File: src/rtl/i2c_pkg.sv
// Shared definitions for the sequenced I2C register-access master.
// State encoding, default SCL timing and the SDA acknowledge levels.
package i2c_pkg;

  localparam int unsigned HALF_PERIOD_DEF = 125;

  // ACK is the bus pulled low; NACK is the released (high) level.
  localparam logic SDA_ACK  = 1'b0;
  localparam logic SDA_NACK = 1'b1;

  typedef enum logic [3:0] {
    S_IDLE    = 4'd0,
    S_START   = 4'd1,
    S_ADDR    = 4'd2,
    S_ACK_A   = 4'd3,
    S_REG     = 4'd4,
    S_ACK_R   = 4'd5,
    S_WDATA   = 4'd6,
    S_RDATA   = 4'd7,
    S_ACK_D   = 4'd8,
    S_STOP_LO = 4'd9,
    S_STOP_HI = 4'd10,
    S_DONE    = 4'd11
  } state_t;

endpackage

File: src/rtl/i2c_scl_gen.sv
// SCL half-period timer: emits tick at terminal count, toggles SCL on tick when
// enabled, and pulses o_fall during the first CLK cycle after SCL goes low.
module i2c_scl_gen import i2c_pkg::*; #(
  parameter int unsigned HALF_PERIOD = HALF_PERIOD_DEF
) (
  input  logic CLK,
  input  logic Reset,
  input  logic i_clr,
  input  logic i_toggle,
  output logic o_scl,
  output logic o_tick,
  output logic o_fall
);

  localparam logic [15:0] LP_TERM = 16'(HALF_PERIOD - 1);

  logic [15:0] r_timer;
  logic        r_scl;
  logic        r_fall;

  assign o_tick = !i_clr && (r_timer == LP_TERM);
  assign o_scl  = r_scl;
  assign o_fall = r_fall;

  always_ff @(posedge CLK or posedge Reset) begin
    if (Reset) begin
      r_timer <= '0;
      r_scl   <= 1'b1;
      r_fall  <= 1'b0;
    end else begin
      r_fall <= o_tick && i_toggle && r_scl;
      if (i_clr || o_tick) r_timer <= '0;
      else                 r_timer <= r_timer + 16'd1;
      if (i_clr)                    r_scl <= 1'b1;
      else if (o_tick && i_toggle)  r_scl <= ~r_scl;
    end
  end

endmodule

File: src/rtl/i2c_master_seq.sv
// I2C master issuing one register write or read per iStart request.
// Optional NACK abort is enabled by defining I2C_MSEQ_ACK_CHECK_EN.
module i2c_master_seq import i2c_pkg::*; #(
  parameter int unsigned HALF_PERIOD = HALF_PERIOD_DEF
) (
  input  logic       CLK,
  input  logic       Reset,
  input  logic       iStart,
  input  logic       iRW,
  input  logic [6:0] iDevId,
  input  logic [7:0] iRegAddr,
  input  logic [7:0] iWrData,
  input  logic       iSDA,
  output logic       SCL,
  output logic       oSDA,
  output logic       oBusy,
  output logic       oDone,
  output logic       oAckErr,
  output logic [7:0] oRdData
);

  state_t     r_state, w_state_next, w_ack_state;
  logic       r_sda, w_sda_next;
  logic [2:0] r_bitcnt, w_bitcnt_next;
  logic [7:0] r_rx, w_rx_next, r_rd_data, w_rd_next;
  logic [6:0] r_dev;
  logic       r_rw;
  logic [7:0] r_reg, r_wdata, w_tx_byte;
  logic       w_latch, w_toggle, w_tick, w_fall, w_scl, w_hi_tick;

  i2c_scl_gen #(.HALF_PERIOD(HALF_PERIOD)) u_scl (
    .CLK     (CLK),
    .Reset   (Reset),
    .i_clr   (r_state == S_IDLE),
    .i_toggle(w_toggle),
    .o_scl   (w_scl),
    .o_tick  (w_tick),
    .o_fall  (w_fall)
  );

  assign SCL       = w_scl;
  assign oSDA      = r_sda;
  assign oBusy     = (r_state != S_IDLE);
  assign oDone     = (r_state == S_DONE);
  assign oRdData   = r_rd_data;
  assign w_hi_tick = w_tick && w_scl;

  assign w_tx_byte   = (r_state == S_ADDR) ? {r_dev, r_rw} :
                       (r_state == S_REG)  ? r_reg : r_wdata;
  assign w_ack_state = (r_state == S_ADDR) ? S_ACK_A :
                       (r_state == S_REG)  ? S_ACK_R : S_ACK_D;

`ifdef I2C_MSEQ_ACK_CHECK_EN
  logic r_ackerr, w_ackerr_next;
  assign oAckErr = r_ackerr;
`else
  assign oAckErr = 1'b0;
`endif

  always_comb begin
    w_state_next  = r_state;
    w_sda_next    = r_sda;
    w_bitcnt_next = r_bitcnt;
    w_rx_next     = r_rx;
    w_rd_next     = r_rd_data;
    w_toggle      = 1'b1;
    w_latch       = 1'b0;
`ifdef I2C_MSEQ_ACK_CHECK_EN
    w_ackerr_next = r_ackerr;
`endif
    unique case (r_state)
      S_IDLE: if (iStart) begin
        w_latch      = 1'b1;
        w_sda_next   = SDA_ACK;
        w_state_next = S_START;
`ifdef I2C_MSEQ_ACK_CHECK_EN
        w_ackerr_next = 1'b0;
`endif
      end
      S_START: if (w_tick) begin
        w_bitcnt_next = 3'd7;
        w_state_next  = S_ADDR;
      end
      S_ADDR, S_REG, S_WDATA, S_RDATA: begin
        if (w_fall) w_sda_next = (r_state == S_RDATA) ? SDA_NACK : w_tx_byte[r_bitcnt];
        if (w_hi_tick) begin
          if (r_state == S_RDATA) w_rx_next = {r_rx[6:0], iSDA};
          if (r_bitcnt == 3'd0) w_state_next  = w_ack_state;
          else                  w_bitcnt_next = r_bitcnt - 3'd1;
        end
      end
      S_ACK_A, S_ACK_R, S_ACK_D: begin
        // Release for the slave's ACK; after a read the same level is the master NACK.
        if (w_fall) w_sda_next = SDA_NACK;
        if (w_hi_tick) begin
          w_bitcnt_next = 3'd7;
          if (r_state == S_ACK_A)      w_state_next = S_REG;
          else if (r_state == S_ACK_R) w_state_next = r_rw ? S_RDATA : S_WDATA;
          else begin
            w_state_next = S_STOP_LO;
            if (r_rw) w_rd_next = r_rx;
          end
`ifdef I2C_MSEQ_ACK_CHECK_EN
          if ((iSDA != SDA_ACK) && !((r_state == S_ACK_D) && r_rw)) begin
            w_ackerr_next = 1'b1;
            w_state_next  = S_STOP_LO;
          end
`endif
        end
      end
      S_STOP_LO: begin
        if (w_fall) w_sda_next = SDA_ACK;
        if (w_tick) w_state_next = S_STOP_HI;
      end
      S_STOP_HI: begin
        // r_sda doubles as the phase flag: low half first, then released half.
        w_toggle = 1'b0;
        if (w_tick) begin
          if (!r_sda) w_sda_next   = SDA_NACK;
          else        w_state_next = S_DONE;
        end
      end
      S_DONE: begin
        w_toggle     = 1'b0;
        w_state_next = S_IDLE;
      end
      default: w_state_next = S_IDLE;
    endcase
  end

  always_ff @(posedge CLK or posedge Reset) begin
    if (Reset) r_state <= S_IDLE;
    else       r_state <= w_state_next;
  end

  always_ff @(posedge CLK or posedge Reset) begin
    if (Reset) begin
      r_sda     <= 1'b1;
      r_bitcnt  <= 3'd7;
      r_rx      <= '0;
      r_rd_data <= '0;
      r_dev     <= '0;
      r_rw      <= 1'b0;
      r_reg     <= '0;
      r_wdata   <= '0;
    end else begin
      r_sda     <= w_sda_next;
      r_bitcnt  <= w_bitcnt_next;
      r_rx      <= w_rx_next;
      r_rd_data <= w_rd_next;
      if (w_latch) begin
        r_dev   <= iDevId;
        r_rw    <= iRW;
        r_reg   <= iRegAddr;
        r_wdata <= iWrData;
      end
    end
  end

`ifdef I2C_MSEQ_ACK_CHECK_EN
  always_ff @(posedge CLK or posedge Reset) begin
    if (Reset) r_ackerr <= 1'b0;
    else       r_ackerr <= w_ackerr_next;
  end
`endif

endmodule

File: config.mk
export PLATFORM = sky130hd
export DESIGN_NAME = i2c_master_seq
export DESIGN_NICKNAME = d
export VERILOG_FILES = /design/src/rtl/i2c_pkg.sv /design/src/rtl/i2c_scl_gen.sv /design/src/rtl/i2c_master_seq.sv
export SDC_FILE = /design/constraint.sdc
export NUM_CORES = 1
export LEC_CHECK = 0
export BUFFER_PORTS_ARGS = -buffer_cell sky130_fd_sc_hd__buf_4
export CAP_MARGIN = 5
export CELL_PAD_IN_SITES_DETAIL_PLACEMENT = 1
export CELL_PAD_IN_SITES_GLOBAL_PLACEMENT = 1
export CORE_MARGIN = 10
export CORE_UTILIZATION = 42
export DETAILED_ROUTE_END_ITERATION = 8
export PLACE_DENSITY = 0.75
export SETUP_SLACK_MARGIN = 0.02
export SLEW_MARGIN = 5
export SYNTH_ARGS = -nofsm -noshare
export SYNTH_HDL_FRONTEND = slang
export SYNTH_HIERARCHICAL = 1
export SYNTH_SLANG_ARGS = --single-unit
File: constraint.sdc
create_clock -name CLK -period 2.5 [get_ports CLK]
set_input_delay 0.5 -clock CLK [delete_from_list [all_inputs] [get_ports CLK]]
set_output_delay 0.5 -clock CLK [all_outputs]
set_load 0.005 [all_outputs]
# Yosys cells after proc, flatten, opt, wreduce, memory -nomap -nowiden
# Cells that the tools add are included.
[totals]
ff_bits = 66
inputBits = 28
out_inout_bits = 13
elab_cells = 98
[classes]
addsub = 2
order_cmp = 1
n_eq_ne = 24
n_mux = 36
n_bitwise = 3
reduce_logical = 20
[ops]
columns = ["op", "n"]
rows = [
  ["two-way mux 4 bit", 12],
  ["case mux 4 bit (6 select lines)", 1],
  ["adder 16 x 1 -> 16 bit (second input constant)", 1],
  ["equality test 16 x 7 -> 1 bit (second input constant)", 1],
  ["equality test 4 x 3 -> 1 bit (second input constant)", 4],
  ["equality test 4 bit (second input constant)", 4],
  ["two-way mux 16 bit", 1],
  ["two-way mux 8 bit", 2],
  ["two-way mux 1 bit", 13],
  ["two-way mux 3 bit", 4],
  ["inequality test 2 x 1 -> 1 bit (second input constant)", 6],
  ["inequality test 2 bit (second input constant)", 6],
  ["AND reduction 5 bit", 2],
  ["case mux 3 bit (3 select lines)", 1],
  ["equality test 4 x 2 -> 1 bit (second input constant)", 2],
  ["AND reduction 8 bit", 1],
  ["AND reduction 6 bit", 1],
  ["case mux 1 bit (5 select lines)", 1],
  ["nonzero test 5 bit", 1],
  ["equality test 4 x 1 -> 1 bit (second input constant)", 1],
  ["logical AND 1 bit", 4],
  ["zero test 4 bit", 1],
  ["less-than comparator 3 x 4 -> 1 bit (second input constant)", 1],
  ["nonzero test 4 bit", 1],
  ["other kinds (12)", 14],
]

# Logic depth before layout (Yosys ltp)
# Gate-level depths: netlist (run 1).
[logic_depth]
word_depth = 8
ltp_mapped = 10
mapped_depth_nobuf = 10

# Cells and area by module
# The synthesis (run 1) kept the hierarchy.
[modules_own_cells]
columns = ["module", "instances", "cells_each", "area_per_inst_um2", "seq_area_each_um2"]
rows = [
  ["i2c_master_seq", 1, 206, 2493.6, 1206.2],
  ["i2c_scl_gen", 1, 93, 922.1, 451.7],
]

# Least setup slack after synthesis (run 1)
# No wires, ideal clock.
[synth_path]
kind = "register -> register"
start = "register u_scl.r_timer[0]"
end = "register r_rd_data[0], in the netlist oRdData[0]"
setup_time_ns = 0.125
arrival_ns = 2.133
required_ns = 2.375
path_slack_ns = 0.242
path_stages_with_launch = 10
n_path_buf = 1
period_less_slack_ns = 2.258
path_cell_list = "dfrtp_1 -> inv_1 -> ha_1 -> nor4b_4 -> nand4_2 -> nor2_1 -> nand2_1 -> or4_1 -> buf_2 -> mux2_2"
[synth_between]
elab_chain_len = 4
[synth_rtl]
columns = ["element", "line", "text"]
rows = [
  ["from (decl)", "i2c_scl_gen.sv:17", "logic [15:0] r_timer;"],
  ["from (signal assigned)", "i2c_scl_gen.sv:33", "else r_timer <= r_timer + 16'd1;"],
  ["equality test 16 x 7 -> 1 bit", "i2c_scl_gen.sv:21", "assign o_tick = !i_clr && (r_timer == LP_TERM);"],
  ["logical AND 1 bit", "i2c_scl_gen.sv:21", ""],
  ["net w_tick", "i2c_master_seq.sv:29", "logic w_latch, w_toggle, w_tick, w_fall, w_scl, w_hi_tick;"],
  ["logical AND 1 bit", "i2c_master_seq.sv:46", "assign w_hi_tick = w_tick && w_scl;"],
  ["AND reduction 5 bit (no line)", "-", ""],
  ["to (signal assigned)", "i2c_master_seq.sv:150", "r_rd_data <= w_rd_next;"],
  ["to (decl)", "i2c_master_seq.sv:25", "logic [7:0] r_rx, w_rx_next, r_rd_data, w_rd_next;"],
]
# The timed path passes the listed nets, and every way through them passes these cells.
# A chain may end at the register's enable or synchronous reset.

# Worst setup path in the final report (run 1)
[layout_path]
start = "register u_scl.r_timer[0]"
end = "register r_rx[7]"
[layout_between]
elab_chain_len = 4
[layout_rtl]
columns = ["element", "line", "text"]
rows = [
  ["equality test 16 x 7 -> 1 bit", "i2c_scl_gen.sv:21", ""],
  ["logical AND 1 bit", "i2c_scl_gen.sv:21", ""],
  ["net w_tick", "i2c_master_seq.sv:29", ""],
  ["logical AND 1 bit", "i2c_master_seq.sv:46", ""],
  ["AND reduction 3 bit (no line)", "-", ""],
  ["to (signal assigned)", "i2c_master_seq.sv:149", "r_rx <= w_rx_next;"],
  ["to (decl)", "i2c_master_seq.sv:25", ""],
]
# The timed path passes the listed nets, and every way through them passes these cells.

==> results of run 1 <==
## stage by stage
stage	utilization, %	setup TNS [ns]	hold WS [ns]
2_1_floorplan	-	0	0.438
3_3_place_gp	49.7	0	0.469
3_5_place_dp	49.7	-0.473	0.475
4_1_cts	53.1	0	0.304
5_1_grt	53.6	0	0.341
6_report	53.6	0	0.286
## cell usage after synthesis (2+ instances only)
library cell,number
dfrtp_1,61
mux2_2,41
nor2_1,25
nand2_1,16
inv_1,14
xnor2_1,13
o21ai_0,11
buf_2,10
nor3_1,9
a21oi_1,6
nand3_1,6
nor2b_1,6
dfstp_2,5
mux2i_1,5
ha_1,4
nor4_1,4
buf_4,3
nand2b_1,3
nand4_1,3
nor3b_1,3
nor4b_1,3
nor4b_4,3
o31ai_1,3
and2_1,2
clkbuf_1,2
mux4_2,2
nand3b_1,2
nand4_2,2
o2111ai_1,2
o21bai_1,2
o41ai_1,2
xor2_1,2
## worst max path at each step
stage / to / cells past startpoint / startpoint
2_1_floorplan: oRdData[0] / 9 / u_scl/r_timer[0]
3_3_place_gp: r_state[3] / 10 / u_scl/r_timer[0]
3_5_place_dp: oRdData[5] / 8 / u_scl/r_timer[0]
4_1_cts: r_state[3] / 9 / u_scl/r_timer[12]
5_1_grt: r_state[0] / 11 / u_scl/r_timer[0]
6_report: r_rx[7] / 10 / u_scl/r_timer[0]
## repair_timing
action,in CTS,in global routing
pin swaps,1,3
setup buffers,1,2
resized for setup,2,6
endpoints found under the hold margin,0,0
setup endpoints to repair,13,22
## report_power, final
group          internal, W  switching, W  leakage, nW  total [W]
clock network     0.000671      0.000462        0.124    0.00113
logic             0.000817      0.000793        0.881    0.00161
registers          0.00138      0.000276        0.843    0.00166
total              0.00287       0.00153         1.85    0.00440
## metal layers
layer  wire [um]  vias to the layer above  share of wire [%]
met4          93                        0                1.1
met2        4240                       44                 50
li1            -                     1175                  -
met3         327                        9                3.8
met5           0                        -                  0
met1        3840                     1293                 45
## kinds of logic (layout without fill, tap and decap cells)
kind of cell | Yosys count | in the layout | synth area share [%]
AND/OR/NAND/NOR | 94 | 94 | 16.7
adder cells (fa/ha/maj) | 4 | 4 | 1.47
AO/OA/AOI/OAI | 40 | 40 | 8.10
XOR/XNOR | 15 | 15 | 3.85
flip-flops | 66 | 66 | 48.5
buffers and inverters | 30 | 90 | 4.21
other | 1 | 1 | 0.110
multiplexers | 49 | 49 | 17.1
## final cells by class
class	instances	area [sq um]	share of cell area, %
clock buffer	9	124	2.96
clock inverter	7	125	2.99
inverter	14	52.6	1.26
multi-input combinational	203	1650	39.4
sequential	66	1660	39.6
tap	102	128	3.05
timing repair buffer	60	450	10.8
==> flow_metrics.py, run 1 <==
metrics = {
    "cts": {
        "ctsHtreeMaxLevel": 3,
        "root_buffer": "clkbuf_8",
        "clock-sinks": 66,
        "tritoncts": "done",
        "insertion_delay_ns": 0.34,
        "post_cts_hold_buffer_count": 0,
        "clock_tree.buffer_depth": 2,
        "clkTransAtPathRegs_ns": 0.08,
        "clock_buffer_count_from_cts": 9,
    },
    "final_layout": {
        "layout_commonest_cell": "dfrtp_1",
        "final_non_filler_cells": 461,
        "max_flop_register": "u_scl/r_timer",
        "filler_cell_count": 865,
        "area_delta_synth_final_pct": 22.5,
        "flip_flop_count_of_the_largest_register_after_layout": 16,
        "antennaDiodeCount": 0,
        "final_design_area_no_fill_sq_um": 4190,
        "layout.cells.most_common_list": "61 x dfrtp_1, 60 x buf_4, 41 x mux2_2",
        "post_route_cells_drive_above_1_share_pct": 38.2,
        "final_net_count": 386,
    },
    "grt": {
        "overflow": 0,
        "grt_antenna_before_repair": 0,
        "grtUsageMet3_pct": 4.47,
        "grtUsageTotal_pct": 14.8,
        "layer_carrying_the_most_global_route_usage": "met2",
        "groute.layer.met2.usage_pct": 24.0,
        "wire_length_of_the_first_global_routing_pass_mm": 14.2,
        "grt_max_degree": 40,
        "globalRouteMet1Util_pct": 18.9,
        "grt_pass1_vias": 2737,
    },
    "timing": {
        "setup_ws_ns": 0.211,
        "timing_max_transition_violations_final": 0,
        "timing.fmax_mhz": 437,
        "final_hold_vio_count": 0,
        "tightest_slew_margin_relative_to_the_limit_pct": 43.3,
        "period_share_pct": 91.6,
        "rsz0062_at_grt": "false",
        "timing.final.setup_violations": 0,
        "min_period_ns": 2.29,
        "fin_worst_skew_ns": 0.00762,
        "timing_worst_slew_pin_value_ns": 0.850,
    },
    "floorplanning": {
        "start_util_pct": 43.7,
        "floorplan.rows": 32,
        "floorplan.die_area_sq_um": 12100,
        "die_width_um": 110,
        "die_height_um": 110,
        "placeableCoreArea_sq_um": 7810,
        "io_pins": 41,
    },
    "drt": {
        "vias_per_cell": 5.47,
        "drt_wl_total_mm": 8.50,
        "drcViolationCount": 0,
        "dr_total_vias": 2521,
        "drt_pass1_iterations": 4,
        "dr.first_iter.drc_count": 64,
        "antenna_left": 0,
        "post_drt_wl_per_cell_um": 18.4,
    },
    "worst_setup_path": {
        "worstSetupPathType": "flip-flop to flip-flop",
        "critical-path-slowest-cell": "dfrtp_1",
        "reg2regPathDepth": 10,
        "timing.reg2reg.setup_slack_ns": 0.21,
        "worst_r2r_endpoint": "r_rx[7]",
        "critical_path_s_largest_stage_delay_ns": 0.41,
        "timing.critical_path.arrival_ns": 2.53,
        "crit-reg2reg-launch": "u_scl/r_timer[0]",
        "worstPathBufferInverterCount": 3,
        "worst_path_dominant_cell_family": "simple AND/OR/NAND/NOR gates",
        "critPathRequiredTime_ns": 2.74,
        "crit_path_start_kind": "flip-flop",
        "end_kind": "flip-flop",
        "crit_path_cell_trace": "inv_1 -> ha_1 -> nor4b_4 -> nand4_4 -> nor2_4 -> nand2_1 -> buf_4 -> nor4b_4 -> buf_4 -> mux2_2",
        "worst-path-max-fanout": 8,
    },
    "yosys": {
        "synth_area_leader_cell": "dfrtp_1",
        "ys_seq_area_share_pct": 48.5,
        "avgSynthCellArea_sq_um": 11.4,
        "netlist_cell_types": 56,
        "netlist_instances": 299,
        "syn-cell-area_sq_um": 3420,
        "ys.flop_type": "dfrtp_1",
        "ys_warn_count": 6,
        "synth_seq_cells": 66,
        "async_reset_ff_share_pct": 100,
        "synth_top_cells_by_area": "dfrtp_1 45%, mux2_2 14%, dfstp_2 3.8%",
        "netlist.area_leader.share_pct": 44.7,
        "synth_enable_flop_cells": 0,
        "synthesis.nets": 331,
    },
    "flow_run": {
        "cap_viol_max_count": 0,
    },
    "power": {
        "power_per_cell_area_nw_per_um2": 1050,
        "vdd_ir_drop_max_uv": 533,
        "fin_total_pwr_w": 0.00440,
        "power.static_leakage_nw": 1.85,
    },
    "placed_design": {
        "placed_area_sq_um": 3880,
        "gpl.final_weighted_congestion": 0.809,
        "count_of_input_and_output_buffers": 39,
        "post_place_setup_slack_ns": -0.0623,
        "place.detailed.instances": 442,
        "detailedPlacementHpwl_mm": 6.14,
    },
    "min_path": {
        "hold_path.class": "input port to async pin",
    },
    "run_status": {
        "status": "finished, final reports clean",
    },
}
Note: power is estimated with default switching activity, not from simulation.
==> inputs of run 2 (changes only) <==
Settings changed: PLACE_DENSITY 0.75 to 0.78.
Clock period 2.5 ns to 1.85 ns, I/O delays scaled along.
==> run 2 against run 1 <==
  * The run now ends with setup timing left
  * Clock skew is 0.0013 ns higher
  * Sequential cell count stayed put
  * Register-to-register slack worse by 0.70 ns
  * Clock power is 8% higher
  * Wire length is 31% higher
  * Die area stayed put
  * First-iteration DRC count grew to 2.5 times the previous value
  * Core utilization is 6.4 points higher
  * Highest routed layer unchanged
==> flow_metrics.py, run 2 (synthesized netlist as in run 1, its figures left out) <==
metrics = {
    "run_status": {
        "violations": "setup timing",
        "status": "finished with violations",
    },
    "cts": {
        "ctsHtreeMaxLevel": 3,
        "post_cts_hold_buffer_count": 0,
        "clock_tree.buffer_depth": 2,
        "tritoncts": "done",
        "insertion_delay_ns": 0.35,
        "root_buffer": "clkbuf_8",
        "clock-sinks": 66,
        "clock_buffer_count_from_cts": 9,
        "clkTransAtPathRegs_ns": 0.08,
    },
    "placed_design": {
        "gpl.final_weighted_congestion": 0.810,
        "count_of_input_and_output_buffers": 39,
        "detailedPlacementHpwl_mm": 6.42,
        "post_place_setup_slack_ns": -0.389,
        "place.detailed.instances": 478,
    },
    "timing": {
        "period_share_pct": 126,
        "tightest_slew_margin_relative_to_the_limit_pct": 51.9,
        "finalHoldWorstSlack_ns": 0.0346,
        "timing_max_transition_violations_final": 0,
        "final.setup.tns_ns": -10.93,
        "rsz0062_at_grt": "true",
        "min_period_ns": 2.34,
        "timing_worst_slew_pin_value_ns": 0.721,
        "timing.final.setup_violations": 61,
        "final_hold_vio_count": 0,
        "timing.fmax_mhz": 428,
        "fin_worst_skew_ns": 0.00888,
        "setup_ws_ns": -0.487,
    },
    "grt": {
        "grt_pass1_vias": 2992,
        "overflow": 0,
        "grt_max_degree": 31,
        "grt_antenna_before_repair": 0,
        "grtUsageTotal_pct": 16.3,
        "wire_length_of_the_first_global_routing_pass_mm": 15.4,
    },
    "floorplanning": {
        "floorplan.rows": 32,
        "start_util_pct": 43.7,
        "placeableCoreArea_sq_um": 7810,
        "die_height_um": 110,
        "io_pins": 41,
        "die_width_um": 110,
        "floorplan.die_area_sq_um": 12100,
    },
    "drt": {
        "antenna_left": 0,
        "vias_per_cell": 5.59,
        "drt_wl_total_mm": 11.1,
        "drt_pass1_iterations": 4,
        "drcViolationCount": 0,
        "dr.first_iter.drc_count": 162,
        "post_drt_wl_per_cell_um": 22.0,
        "dr_total_vias": 2824,
    },
    "power": {
        "vdd_ir_drop_max_uv": 860,
        "power_per_cell_area_nw_per_um2": 1450,
        "power.static_leakage_nw": 2.12,
    },
    "final_layout": {
        "antennaDiodeCount": 0,
        "max_flop_register": "u_scl/r_timer",
        "final_net_count": 430,
        "post_route_cells_drive_above_1_share_pct": 49.9,
        "layout.cells.most_common_list": "90 x buf_4, 59 x dfrtp_1, 33 x mux2_2",
        "flip_flop_count_of_the_largest_register_after_layout": 16,
        "layout_commonest_cell": "buf_4",
        "area_delta_synth_final_pct": 37.1,
        "final_non_filler_cells": 505,
    },
    "min_path": {
        "hold_path.class": "input port to async pin",
    },
    "worst_setup_path": {
        "crit_path_cell_trace": "inv_2 -> ha_2 -> nor4b_4 -> nand4_2 -> nor2_4 -> nand2_2 -> or4_4 -> buf_8 -> mux2_2",
        "crit_path_start_kind": "flip-flop",
        "end_kind": "flip-flop",
        "timing.critical_path.arrival_ns": 2.57,
        "critical_path_s_largest_stage_delay_ns": 0.44,
        "critical-path-slowest-cell": "or4_4",
        "worst-path-max-fanout": 8,
        "worstSetupPathType": "flip-flop to flip-flop",
        "critPathRequiredTime_ns": 2.08,
    },
    "flow_run": {
        "cap_viol_max_count": 0,
    },
}
## run 2: changes by cell type in the layout (fill, tap and decap cells not counted), sizes merged
cell	delta
clkbuf	+3
buf	+43
bufinv	-2
## run 2: layout make-up
cell class / instances / area [sq um]
clock buffers: 11 / 131
clock inverters: 5 / 53.8
fillers: 831 / 3120
inverters: 14 / 52.6
multi-input cells: 203 / 1790
flip-flops and latches: 66 / 1660
well taps: 102 / 128
repair buffers: 104 / 872
## run 2: worst max-delay path: cells and delay by family (launching register included)
family / cells / cell delay, ns
AND/OR/NAND/NOR: 5 / 1.14
adder cells (fa/ha/maj): 1 / 0.16
multiplexers: 1 / 0.27
flip-flops: 1 / 0.42
buffers and inverters: 2 / 0.22
## run 2: path summary, 6_finish.rpt
kind / startpoint / endpoint / slack [ns] / depth (start not counted)
max in group asynchronous: Reset / oSDA / 1.22 / 3
min in group CLK: iDevId[6] / r_dev[6] / 0.24 / 2
min: Reset / r_rw / 0.03 / 2
max: u_scl/r_timer[0] / oRdData[6] / -0.49 / 9
min reg2reg: r_wdata[4] / r_wdata[4] / 0.51 / 1
max reg2reg: u_scl/r_timer[0] / oRdData[6] / -0.49 / 9
## run 2: through the flow
stage	utilization, %	area [sq um]	power, W
2_1_floorplan	-	3440	0.00380
3_3_place_gp	53.6	4190	0.00459
3_5_place_dp	53.6	4190	0.00476
4_1_cts	57.3	4480	0.00619
5_1_grt	60.0	4680	0.00711
6_report	60.0	4680	0.00678
## run 2: power breakdown
part           internal, W  switching, W
Sequential         0.00187      0.000344
Clock             0.000622      0.000597
Combinational      0.00168       0.00167
Total              0.00417       0.00262
## run 2: repair_timing
action	in CTS	in global routing
hold endpoints to repair	0	0
setup endpoints to repair	26	67
buffers inserted	5	4
resized for setup	19	35
pin swaps	6	8
gates cloned	0	3
## run 2: layer usage
layer	routed length [um]	up-vias	part of all wire, %	global-route usage, %
met1	4680	1473	42	18.8
met4	239	0	2.1	6.51
li1	-	1258	-	-
met2	5680	77	51	28.2
met5	0	-	0	0
met3	527	16	4.7	4.24
==> inputs of run 3 (changes only) <==
Settings changed: CORE_UTILIZATION 42 to 41, PLACE_DENSITY 0.78 to 0.77, SYNTH_HIERARCHICAL 1 to unset.
==> run 3 against run 2 <==
  * Largest power group unchanged
  * Global-route usage rose by 2.2 points
  * Synthesized area fell by 2.6%
  * Total power decreased by 3.5%
  * Count of clock-buffer cells in the layout shrank 2
  * Synthesized cell count rose by 2.3%
  * Core utilization grew 3.2 points
  * Largest cell class unchanged
  * Register-to-register slack lost 0.16 ns
  * Final area rose by 5.3%
  * Critical endpoint is now r_state[1]
  * Critical path depth fell by 3
  * The run still ends with setup timing left
==> flow_metrics.py, run 3 <==
metrics = {
    "floorplanning": {
        "floorplan.rows": 32,
        "io_pins": 41,
        "start_util_pct": 42.6,
        "placeableCoreArea_sq_um": 7810,
        "floorplan.die_area_sq_um": 12100,
        "die_height_um": 110,
        "die_width_um": 110,
    },
    "final_layout": {
        "antennaDiodeCount": 0,
        "post_route_cells_drive_above_1_share_pct": 54.5,
        "layout.cells.most_common_list": "104 x buf_4, 59 x dfrtp_1, 25 x mux2_2",
        "area_delta_synth_final_pct": 48.3,
        "final_non_filler_cells": 533,
        "flip_flop_count_of_the_largest_register_after_layout": 16,
        "layout_commonest_cell": "buf_4",
        "end_of_flow_core_utilization_pct": 63.2,
        "final_net_count": 458,
        "max_flop_register": "u_scl.r_timer",
    },
    "yosys": {
        "netlist_cell_types": 55,
        "synth_common_cells": "61 x dfrtp_1, 41 x mux2_2, 23 x nor2_1",
        "synthesis.nets": 338,
        "synth_top_cells_by_area": "dfrtp_1 46%, mux2_2 14%, dfstp_2 3.9%",
        "synth_enable_flop_cells": 0,
        "async_reset_ff_share_pct": 100,
        "synth_area_leader_cell": "dfrtp_1",
        "syn-cell-area_sq_um": 3330,
        "avgSynthCellArea_sq_um": 10.9,
        "ys_seq_area_share_pct": 49.8,
        "ys_warn_count": 0,
        "netlist_instances": 306,
        "synth_seq_cells": 66,
        "ys.flop_type": "dfrtp_1",
        "most_frequent_cell_after_synthesis": "dfrtp_1",
        "netlist.area_leader.share_pct": 45.9,
    },
    "grt": {
        "grt_max_degree": 25,
        "grt_antenna_before_repair": 0,
        "overflow": 0,
        "grt_pass1_vias": 3210,
        "wire_length_of_the_first_global_routing_pass_mm": 17.2,
        "grtUsageTotal_pct": 18.5,
    },
    "placed_design": {
        "place.detailed.instances": 483,
        "post_place_setup_slack_ns": -0.476,
        "detailedPlacementHpwl_mm": 6.60,
        "gpl.final_weighted_congestion": 0.856,
        "count_of_input_and_output_buffers": 39,
    },
    "timing": {
        "min_period_ns": 2.50,
        "timing.fmax_mhz": 400,
        "timing_worst_slew_pin_value_ns": 0.526,
        "setup_ws_ns": -0.648,
        "final_hold_vio_count": 0,
        "fin_worst_skew_ns": 0.0199,
        "timing.final.setup_violations": 47,
        "tightest_slew_margin_relative_to_the_limit_pct": 64.8,
        "finalHoldWorstSlack_ns": 0.0331,
        "period_share_pct": 135,
        "timing_max_transition_violations_final": 0,
        "rsz0062_at_grt": "true",
    },
    "flow_run": {
        "cap_viol_max_count": 0,
    },
    "drt": {
        "dr_total_vias": 3048,
        "vias_per_cell": 5.72,
        "post_drt_wl_per_cell_um": 23.3,
        "antenna_left": 0,
        "drt_wl_total_mm": 12.4,
        "drt_pass1_iterations": 4,
        "dr.first_iter.drc_count": 168,
        "drcViolationCount": 0,
    },
    "power": {
        "vdd_ir_drop_max_uv": 671,
        "power.static_leakage_nw": 2.23,
        "power_per_cell_area_nw_per_um2": 1330,
    },
    "worst_setup_path": {
        "timing.critical_path.arrival_ns": 2.79,
        "worstSetupPathType": "flip-flop to flip-flop",
        "worst-path-max-fanout": 5,
        "crit_path_start_kind": "flip-flop",
        "critPathRequiredTime_ns": 2.14,
        "end_kind": "flip-flop",
        "reg2regPathDepth": 6,
    },
    "cts": {
        "tritoncts": "done",
        "clock_tree.buffer_depth": 2,
        "clock-sinks": 66,
        "ctsHtreeMaxLevel": 3,
        "post_cts_hold_buffer_count": 0,
        "insertion_delay_ns": 0.37,
        "clkTransAtPathRegs_ns": 0.10,
        "root_buffer": "clkbuf_8",
        "clock_buffer_count_from_cts": 9,
    },
    "run_status": {
        "violations": "setup timing",
        "status": "finished with violations",
    },
    "min_path": {
        "hold_path.class": "input port to async pin",
    },
}
run 3: layout make-up:
class	count	area, sq um
timing repair buffer	122	1050
fill	801	2880
clock inverter	7	51.3
inverter	11	47.5
clock buffer	9	124
tap	102	128
multi-input combinational	216	1870
sequential	66	1660
run 3: worst paths after layout:
kind	from	endpoint	slack (ns)
min in group CLK	iRegAddr[4]	r_reg[4]	0.24
max	u_scl.r_timer[15]	r_state[1]	-0.65
min reg2reg	r_dev[2]	r_dev[2]	0.51
max in group asynchronous	Reset	u_scl.o_scl	1.24
min	Reset	u_scl.r_timer[11]	0.03
max reg2reg	u_scl.r_timer[15]	r_state[1]	-0.65
run 3: where the power goes:
| group | switching, W | internal, W |
|---|---|---|
| logic | 0.00167 | 0.00162 |
| registers | 0.000280 | 0.00182 |
| clock network | 0.000662 | 0.000493 |
run 3: kinds of logic after synthesis:
kind of cell	after synthesis	synth area share (%)
other	1	0.113
XOR/XNOR	15	3.95
buffers and inverters	26	3.08
adder cells (fa/ha/maj)	4	1.50
multiplexers	46	15.8
flip-flops	66	49.8
AO/OA/AOI/OAI	49	9.52
AND/OR/NAND/NOR	99	16.2
run 3: metrics by stage:
stage          total power (W)  setup TNS, ns  area [sq um]
3_3_place_gp           0.00426          -5.78          4130
2_1_floorplan          0.00349          -5.10          3370
6_report               0.00655         -13.47          4930
3_5_place_dp           0.00437          -8.25          4130
4_1_cts                0.00603          -8.02          4620
5_1_grt                0.00685         -15.38          4930
run 3: what timing repair did:
item,in CTS,in global routing
gates resized for setup,48,42
endpoints found under the setup margin,65,68
setup buffers,18,14
pin swaps,15,21
cloned,2,1
run 3: critical path: stages, from the launching register on:
cell and delay [ns]:
dfrtp_1 0.43, nor4_4 0.36, nand3b_1 0.16, or4_4 0.59, a221o_2 0.45, a211o_1 0.29
o21ai_2 0.13
run 3: routing by layer:
metal | vias to the layer above | share of wire (%) | GRT usage, %
met4 | 0 | 3.4 | 9.48
met2 | 115 | 50 | 31.5
met1 | 1558 | 42 | 21.3
li1 | 1336 | - | -
met3 | 39 | 4.7 | 4.12
met5 | - | 0 | 0
